--- src/rtl/control_sequencer.sv ---
// -----------------------------------------------------------------------------
// control_sequencer
//
// Purpose:
//   Micro-sequencer that produces the 16-bit Datapath control word.
//   A pass goes through these phases:
//     LOAD  : loads NUM_OPS operands from Data_in into R0..R(NUM_OPS-1).
//             Each step pulse advances to the next register.
//     EXEC  : folds the operands into ACC_REG with the operation chosen by
//             op_sel. This takes NUM_OPS-1 automatic cycles.
//     DONE  : holds ACC_REG on the Datapath output for display.
//     CLEAR : zeroes ACC_REG, then starts the next LOAD pass.
//   IDLE is entered only by reset and is left only by step.
//
// Parameters:
//   NUM_OPS  number of operands per pass (2..7)
//   ACC_REG  accumulator register address (NUM_OPS..7)
//
// Ports:
//   clk           system clock
//   reset_b       asynchronous, active-low reset
//   step          one-cycle pulse from the debouncer; advances the sequence
//   op_sel[2:0]   0 ADD, 1 SUB, 2 AND, 3 OR, 4 XOR, 5-7 ADD
//   ovf_in        Datapath V flag
//   control_word  {DA[15:13], AA[12:10], BA[9:7], MB[6], FS[5:2], MD[1], RW[0]}
//   state_o[2:0]  current state code (0 IDLE, 1 LOAD, 2 EXEC, 3 DONE, 4 CLEAR)
//   op_idx[2:0]   operand index in LOAD, execute index in EXEC, otherwise 0
//   busy          high in EXEC and CLEAR
//   done          high in DONE
//   ovf_sticky    sticky overflow flag for the current pass
//
// Build option:
//   CTRL_SEQ_OVF_STICKY_EN
//     Defined: ovf_sticky captures ovf_in at the edge that ends any EXEC
//     cycle. The flag is cleared on entry to CLEAR.
//     Undefined: ovf_sticky is tied to 0 and ovf_in is unused.
//
// All outputs are registered. Each output register is loaded from the
// next-state values, so control_word always matches the state code on the
// same cycle.
// -----------------------------------------------------------------------------
module control_sequencer #(
    parameter int NUM_OPS = 2,
    parameter int ACC_REG = 7
) (
    input  logic        clk,
    input  logic        reset_b,
    input  logic        step,
    input  logic [2:0]  op_sel,
    input  logic        ovf_in,
    output logic [15:0] control_word,
    output logic [2:0]  state_o,
    output logic [2:0]  op_idx,
    output logic        busy,
    output logic        done,
    output logic        ovf_sticky
);

    // ------------------------------------------------------------------
    // Elaboration-time parameter check
    // ------------------------------------------------------------------
    generate
        if (NUM_OPS < 2 || NUM_OPS > 7 || ACC_REG < NUM_OPS || ACC_REG > 7) begin : g_bad_params
            $fatal(1, "control_sequencer: need 2 <= NUM_OPS <= ACC_REG <= 7");
        end
    endgenerate

    // ------------------------------------------------------------------
    // State codes
    // ------------------------------------------------------------------
    localparam logic [2:0] S_IDLE  = 3'd0;
    localparam logic [2:0] S_LOAD  = 3'd1;
    localparam logic [2:0] S_EXEC  = 3'd2;
    localparam logic [2:0] S_DONE  = 3'd3;
    localparam logic [2:0] S_CLEAR = 3'd4;

    // ------------------------------------------------------------------
    // Function-select codes understood by the Datapath
    // ------------------------------------------------------------------
    localparam logic [3:0] FS_MOVA = 4'b0000;
    localparam logic [3:0] FS_ADD  = 4'b0010;
    localparam logic [3:0] FS_SUB  = 4'b0101;
    localparam logic [3:0] FS_AND  = 4'b1000;
    localparam logic [3:0] FS_OR   = 4'b1001;
    localparam logic [3:0] FS_XOR  = 4'b1010;
    localparam logic [3:0] FS_MOVB = 4'b1100;

    localparam logic [2:0] LAST_IDX = 3'(NUM_OPS - 1);
    localparam logic [2:0] ACC_ADDR = 3'(ACC_REG);

    // ------------------------------------------------------------------
    // Helpers
    // ------------------------------------------------------------------
    function automatic logic [3:0] fs_for_op(input logic [2:0] op);
        logic [3:0] fs;
        case (op)
            3'd1:    fs = FS_SUB;
            3'd2:    fs = FS_AND;
            3'd3:    fs = FS_OR;
            3'd4:    fs = FS_XOR;
            default: fs = FS_ADD;   // 0 and the unused codes 5-7
        endcase
        return fs;
    endfunction

    function automatic logic [15:0] pack_word(
        input logic [2:0] da,
        input logic [2:0] aa,
        input logic [2:0] ba,
        input logic       mb,
        input logic [3:0] fs,
        input logic       md,
        input logic       rw
    );
        return {da, aa, ba, mb, fs, md, rw};
    endfunction

    // Control word for a given (state, index, latched op).
    // The result depends only on the state the machine is entering, so
    // registering it keeps the outputs a clean Moore function.
    function automatic logic [15:0] word_for(
        input logic [2:0] st,
        input logic [2:0] idx,
        input logic [2:0] op
    );
        logic [15:0] w;
        case (st)
            // Rk <- Data_in, written every cycle while the user sets up the value
            S_LOAD:  w = pack_word(idx, idx, idx, 1'b0, FS_MOVA, 1'b1, 1'b1);
            // ACC <- (first cycle ? R0 : ACC) op Rj
            S_EXEC:  w = pack_word(ACC_ADDR,
                                   (idx == 3'd1) ? 3'd0 : ACC_ADDR,
                                   idx, 1'b0, fs_for_op(op), 1'b0, 1'b1);
            // Drive ACC onto the function output without writing anything
            S_DONE:  w = pack_word(ACC_ADDR, ACC_ADDR, ACC_ADDR,
                                   1'b0, FS_MOVA, 1'b0, 1'b0);
            // ACC <- constant_in, which is tied to zero at top level
            S_CLEAR: w = pack_word(ACC_ADDR, ACC_ADDR, 3'd0,
                                   1'b1, FS_MOVB, 1'b0, 1'b1);
            default: w = 16'h0000;  // IDLE and illegal codes
        endcase
        return w;
    endfunction

    // ------------------------------------------------------------------
    // Registers
    // ------------------------------------------------------------------
    logic [2:0]  state_q,  state_d;
    logic [2:0]  idx_q,    idx_d;
    logic [2:0]  op_q,     op_d;
    logic [15:0] cw_q,     cw_d;
    logic        busy_q,   busy_d;
    logic        done_q,   done_d;
    logic        sticky_q, sticky_d;

    // ------------------------------------------------------------------
    // Next-state logic
    // ------------------------------------------------------------------
    always_comb begin
        state_d = state_q;
        idx_d   = idx_q;
        op_d    = op_q;

        case (state_q)
            S_IDLE: begin
                if (step) begin
                    state_d = S_LOAD;
                    idx_d   = 3'd0;
                end
            end

            S_LOAD: begin
                if (step) begin
                    if (idx_q == LAST_IDX) begin
                        // Latch op_sel once per pass.
                        // Later changes wait until the next pass.
                        state_d = S_EXEC;
                        idx_d   = 3'd1;
                        op_d    = op_sel;
                    end else begin
                        idx_d = idx_q + 3'd1;
                    end
                end
            end

            // Self-timed: every EXEC cycle is exactly one clock and step is
            // deliberately not looked at here.
            S_EXEC: begin
                if (idx_q == LAST_IDX) begin
                    state_d = S_DONE;
                    idx_d   = 3'd0;
                end else begin
                    idx_d = idx_q + 3'd1;
                end
            end

            S_DONE: begin
                if (step) begin
                    state_d = S_CLEAR;
                    idx_d   = 3'd0;
                end
            end

            S_CLEAR: begin
                state_d = S_LOAD;
                idx_d   = 3'd0;
            end

            default: begin
                // Unreachable codes 5-7 recover to IDLE on the next edge.
                state_d = S_IDLE;
                idx_d   = 3'd0;
            end
        endcase
    end

    // ------------------------------------------------------------------
    // Registered-output logic, computed from the next state
    // ------------------------------------------------------------------
    always_comb begin
        cw_d   = word_for(state_d, idx_d, op_d);
        busy_d = (state_d == S_EXEC) || (state_d == S_CLEAR);
        done_d = (state_d == S_DONE);
    end

`ifdef CTRL_SEQ_OVF_STICKY_EN
    always_comb begin
        sticky_d = sticky_q;
        // Capture the V flag produced by the EXEC cycle now ending.
        if (state_q == S_EXEC && ovf_in) begin
            sticky_d = 1'b1;
        end
        // The flag is cleared when CLEAR starts, so each pass reports
        // only its own overflow.
        if (state_d == S_CLEAR) begin
            sticky_d = 1'b0;
        end
    end
`else
    logic unused_ovf_in;
    assign unused_ovf_in = ovf_in;

    always_comb begin
        sticky_d = 1'b0;
    end
`endif

    // ------------------------------------------------------------------
    // Flops
    // ------------------------------------------------------------------
    always_ff @(posedge clk or negedge reset_b) begin
        if (!reset_b) begin
            state_q  <= S_IDLE;
            idx_q    <= 3'd0;
            op_q     <= 3'd0;
            cw_q     <= 16'h0000;
            busy_q   <= 1'b0;
            done_q   <= 1'b0;
            sticky_q <= 1'b0;
        end else begin
            state_q  <= state_d;
            idx_q    <= idx_d;
            op_q     <= op_d;
            cw_q     <= cw_d;
            busy_q   <= busy_d;
            done_q   <= done_d;
            sticky_q <= sticky_d;
        end
    end

    // ------------------------------------------------------------------
    // Outputs
    // ------------------------------------------------------------------
    assign control_word = cw_q;
    assign state_o      = state_q;
    assign op_idx       = idx_q;
    assign busy         = busy_q;
    assign done         = done_q;
    assign ovf_sticky   = sticky_q;

endmodule

--- config.mk ---
export PLATFORM = sky130hd
export DESIGN_NAME = control_sequencer
export DESIGN_NICKNAME = d
export VERILOG_FILES = /design/src/rtl/control_sequencer.sv
export SDC_FILE = /design/constraint.sdc
export NUM_CORES = 1
export LEC_CHECK = 0
export ABC_AREA = 0
export BUFFER_PORTS_ARGS = -buffer_cell sky130_fd_sc_hd__buf_4
export CAP_MARGIN = 15
export CORE_ASPECT_RATIO = 1.4
export CORE_MARGIN = 4
export CORE_UTILIZATION = 45
export DETAILED_ROUTE_END_ITERATION = 6
export PLACE_DENSITY_LB_ADDON = 0.25
export SYNTH_ARGS = -nofsm -noshare
export SYNTH_HDL_FRONTEND = slang
export SYNTH_SLANG_ARGS = --single-unit
--- constraint.sdc ---
create_clock -name clk -period 3.5 [get_ports clk]
set_input_delay 0.7 -clock clk [delete_from_list [all_inputs] [get_ports clk]]
set_output_delay 0.7 -clock clk [all_outputs]
set_load 0.005 [all_outputs]
==> flow_metrics.env <==
export IMPL_place_area_um2=1520
export IMPL_cp_endpoint="control_word[10]$_DFF_PN0_"
export IMPL_yosys_warnings=0
export IMPL_clock_path_buffers=2
export IMPL_drv_cap=0
export IMPL_die_y_um=71.7
export IMPL_die_w_um=53.5
export IMPL_yosysTopAreaCell="dfrtp_1"
export IMPL_synth_area_um2=1300
export IMPL_syn_instance_count=123
export IMPL_cp_max_fo=16
export IMPL_rsz0062_at_grt="no"
export IMPL_ioPinCount=32
export IMPL_hold_buffers=0
export IMPL_gr_usage_met2=0.262
export IMPL_overflow=0
export IMPL_end_kind="flip-flop"
export IMPL_synth_edff_count=0
export IMPL_setup_violations=0
export IMPL_postCtsSetupRepairBufs=0
export IMPL_mostFrequentLayoutCell="buf_4"
export IMPL_grt_pass1_wl_um=4420
export IMPL_area_growth_pct=19.0
export IMPL_htree_levels=1
export IMPL_min_path_type="primary input to asynchronous set/reset pin"
export IMPL_period_minus_slack_ns=2.03
export IMPL_drt_pass1_iter_count=4
export IMPL_slew_viol_final=0
export IMPL_final_layout_size_suffix_gt1_frac=0.277
export IMPL_final_area_um2=1550
export IMPL_antenna_cells=0
export IMPL_synth_seq_cells=27
export IMPL_cts_buffers=3
export IMPL_relSlewSlack=0.654
export IMPL_p_per_area_nw_per_um2=809
export IMPL_fillers=254
export IMPL_r2r_end="control_word[10]$_DFF_PN0_"
export IMPL_synth_async_reset_ratio=1.00
export IMPL_synthTopCellsByArea="dfrtp_1 52%, nand2_1 2.9%, o21ai_0 2.7%, nor3_4 2.5%, inv_1 2.3%"
export IMPL_synth_seq_area_share=0.518
export IMPL_synth_main_ff_cell="dfrtp_1"
export IMPL_wl_per_cell_um=14.3
export IMPL_run_status="finished clean"
export IMPL_cts_sinks=27
export IMPL_synth_avg_cell_area_um2=10.6
export IMPL_grt_busiest_layer="met2"
export IMPL_leakage_nw=0.771
export IMPL_grt_use_total=0.155
export IMPL_viasPerCell=5.51
export IMPL_finalHoldViolCount=0
export IMPL_grt_max_degree=28
export IMPL_cts_clk_slew_worst_paths_ns=0.15
export IMPL_drc=0
export IMPL_clk_insertion_delay_late_ns=0.33
export IMPL_totalWireLength_um=2640
export IMPL_finalCritPeriodShare=0.580
export IMPL_globalplace_congestion=0.867
export IMPL_skew_ns=0.00244
export IMPL_power_mw=1.25
export IMPL_core_um2=2700
export IMPL_reg2reg_slack_ns=1.47
export IMPL_dpl_cell_count=180
export IMPL_r2r_start="state_o[1]$_DFF_PN0_"
export IMPL_synth_top_area_frac=0.518
export IMPL_use_met3=0.0374
export IMPL_critPathKind="flip-flop to flip-flop"
export IMPL_r2r_cells=5
export IMPL_ir_worst_vdd_v=0.000432
export IMPL_use_met1=0.168
export IMPL_port_buffers=29
export IMPL_cts_root_buf="clkbuf_4"
export IMPL_grt_pass1_vias=993
export IMPL_fp_dieArea_um2=3830
export IMPL_startpoint_type="flip-flop"
export IMPL_num_rows=22
export IMPL_initial_core_util=0.483
export IMPL_cp_startpoint="state_o[1]$_DFF_PN0_"
export IMPL_fin_setup_tns_ns=0
export IMPL_dp_hpwl_um=1960
export IMPL_nNetsFinal=156
export IMPL_max_freq_ghz=0.492
export IMPL_grt_antenna_before_repair=0
export IMPL_yosysUniqueCellTypes=43
export IMPL_hold_ws_ns=0.246
export IMPL_num_vias=1013
export IMPL_crit_arrival_ns=2.24
export IMPL_syn_nets=130
export IMPL_required_ns=3.71
export IMPL_final_cells=184
export IMPL_cts_tree="done"
export IMPL_ant_nets=0
export IMPL_cts_resized=0
export IMPL_drt_iter0_drc=29
export IMPL_layout_common_cells="29 x buf_4, 27 x dfrtp_1, 10 x nand2_1"
export IMPL_worst_slew_pin_slew_ns=0.519
[where the power goes]
part	switching, mW	total (mW)	internal, mW	leakage (nW)
registers	0.101	0.532	0.431	0.346
logic	0.280	0.585	0.304	0.411
clock network	0.0943	0.138	0.0438	0.0139
total	0.476	1.25	0.779	0.771
[sequential cells by signal, indices dropped and copies added (netlist names)]
name and flops:
control_word 16, state_o 3, op_q 3, busy 1, op_idx 3, done 1
[cell type report]
cell class / count / area [um^2] / area share
flip-flops and latches: 27 / 676 / 0.435
clock inverters: 1 / 7.51 / 0.00484
well taps: 36 / 45.0 / 0.0290
clock buffers: 3 / 22.5 / 0.0145
repair buffers: 29 / 218 / 0.140
multi-input cells: 80 / 553 / 0.356
inverters: 8 / 30.0 / 0.0194
[metrics by stage]
stage | worst slack [ns] | utilization
2_1_floorplan | 1.54 | -
3_3_place_gp | 1.40 | 0.564
3_5_place_dp | 1.37 | 0.564
4_1_cts | 1.47 | 0.575
5_1_grt | 1.34 | 0.575
6_report | 1.47 | 0.575
[per-layer routing]
layer | vias up | share of wire
met3 | 10 | 0.068
li1 | 473 | -
met1 | 494 | 0.37
met5 | - | 0
met2 | 36 | 0.52
met4 | 0 | 0.038
[logic make-up (layout without fill, tap and decap cells)]
logic type / after synthesis / count (layout) / share of synthesized area
compound gates: 27 / 27 / 0.147
xor+xnor: 1 / 1 / 0.00672
fa+ha+maj: 2 / 2 / 0.0154
buf+inv: 16 / 41 / 0.0576
flops: 27 / 27 / 0.518
mux: 4 / 4 / 0.0326
other cells: 1 / 1 / 0.00288
simple gates: 45 / 45 / 0.220
[cells in the mapped netlist, types with 3 or more instances]
cell	n
o21ai_0	7
nand3_1	3
inv_1	8
nand3b_1	4
nor3_1	3
nor2_1	8
a21o_1	3
buf_2	3
dfrtp_1	27
nand2_1	10
a21oi_1	3
nand2b_1	4
clkbuf_1	3
[how the worst min path moves through the flow]
stage,slack (ns),endpoint,startpoint
floorplan,0.40,busy$_DFF_PN0_,reset_b
global placement,0.53,op_q[0]$_DFF_PN0_,op_q[0]$_DFF_PN0_
detailed placement,0.55,op_q[1]$_DFF_PN0_,op_q[1]$_DFF_PN0_
CTS,0.25,control_word[9]$_DFF_PN0_,reset_b
global route,0.24,control_word[9]$_DFF_PN0_,reset_b
finish,0.25,control_word[9]$_DFF_PN0_,reset_b
[worst max-delay path: stages (launching register included)]
cell and delay [ns]:
dfrtp_1 0.57, or4b_1 0.57, o2111a_1 0.17, nor3_4 0.24, nor3b_4 0.26, o211ai_1 0.10
No activity file was read; power rests on OpenSTA's default activity.
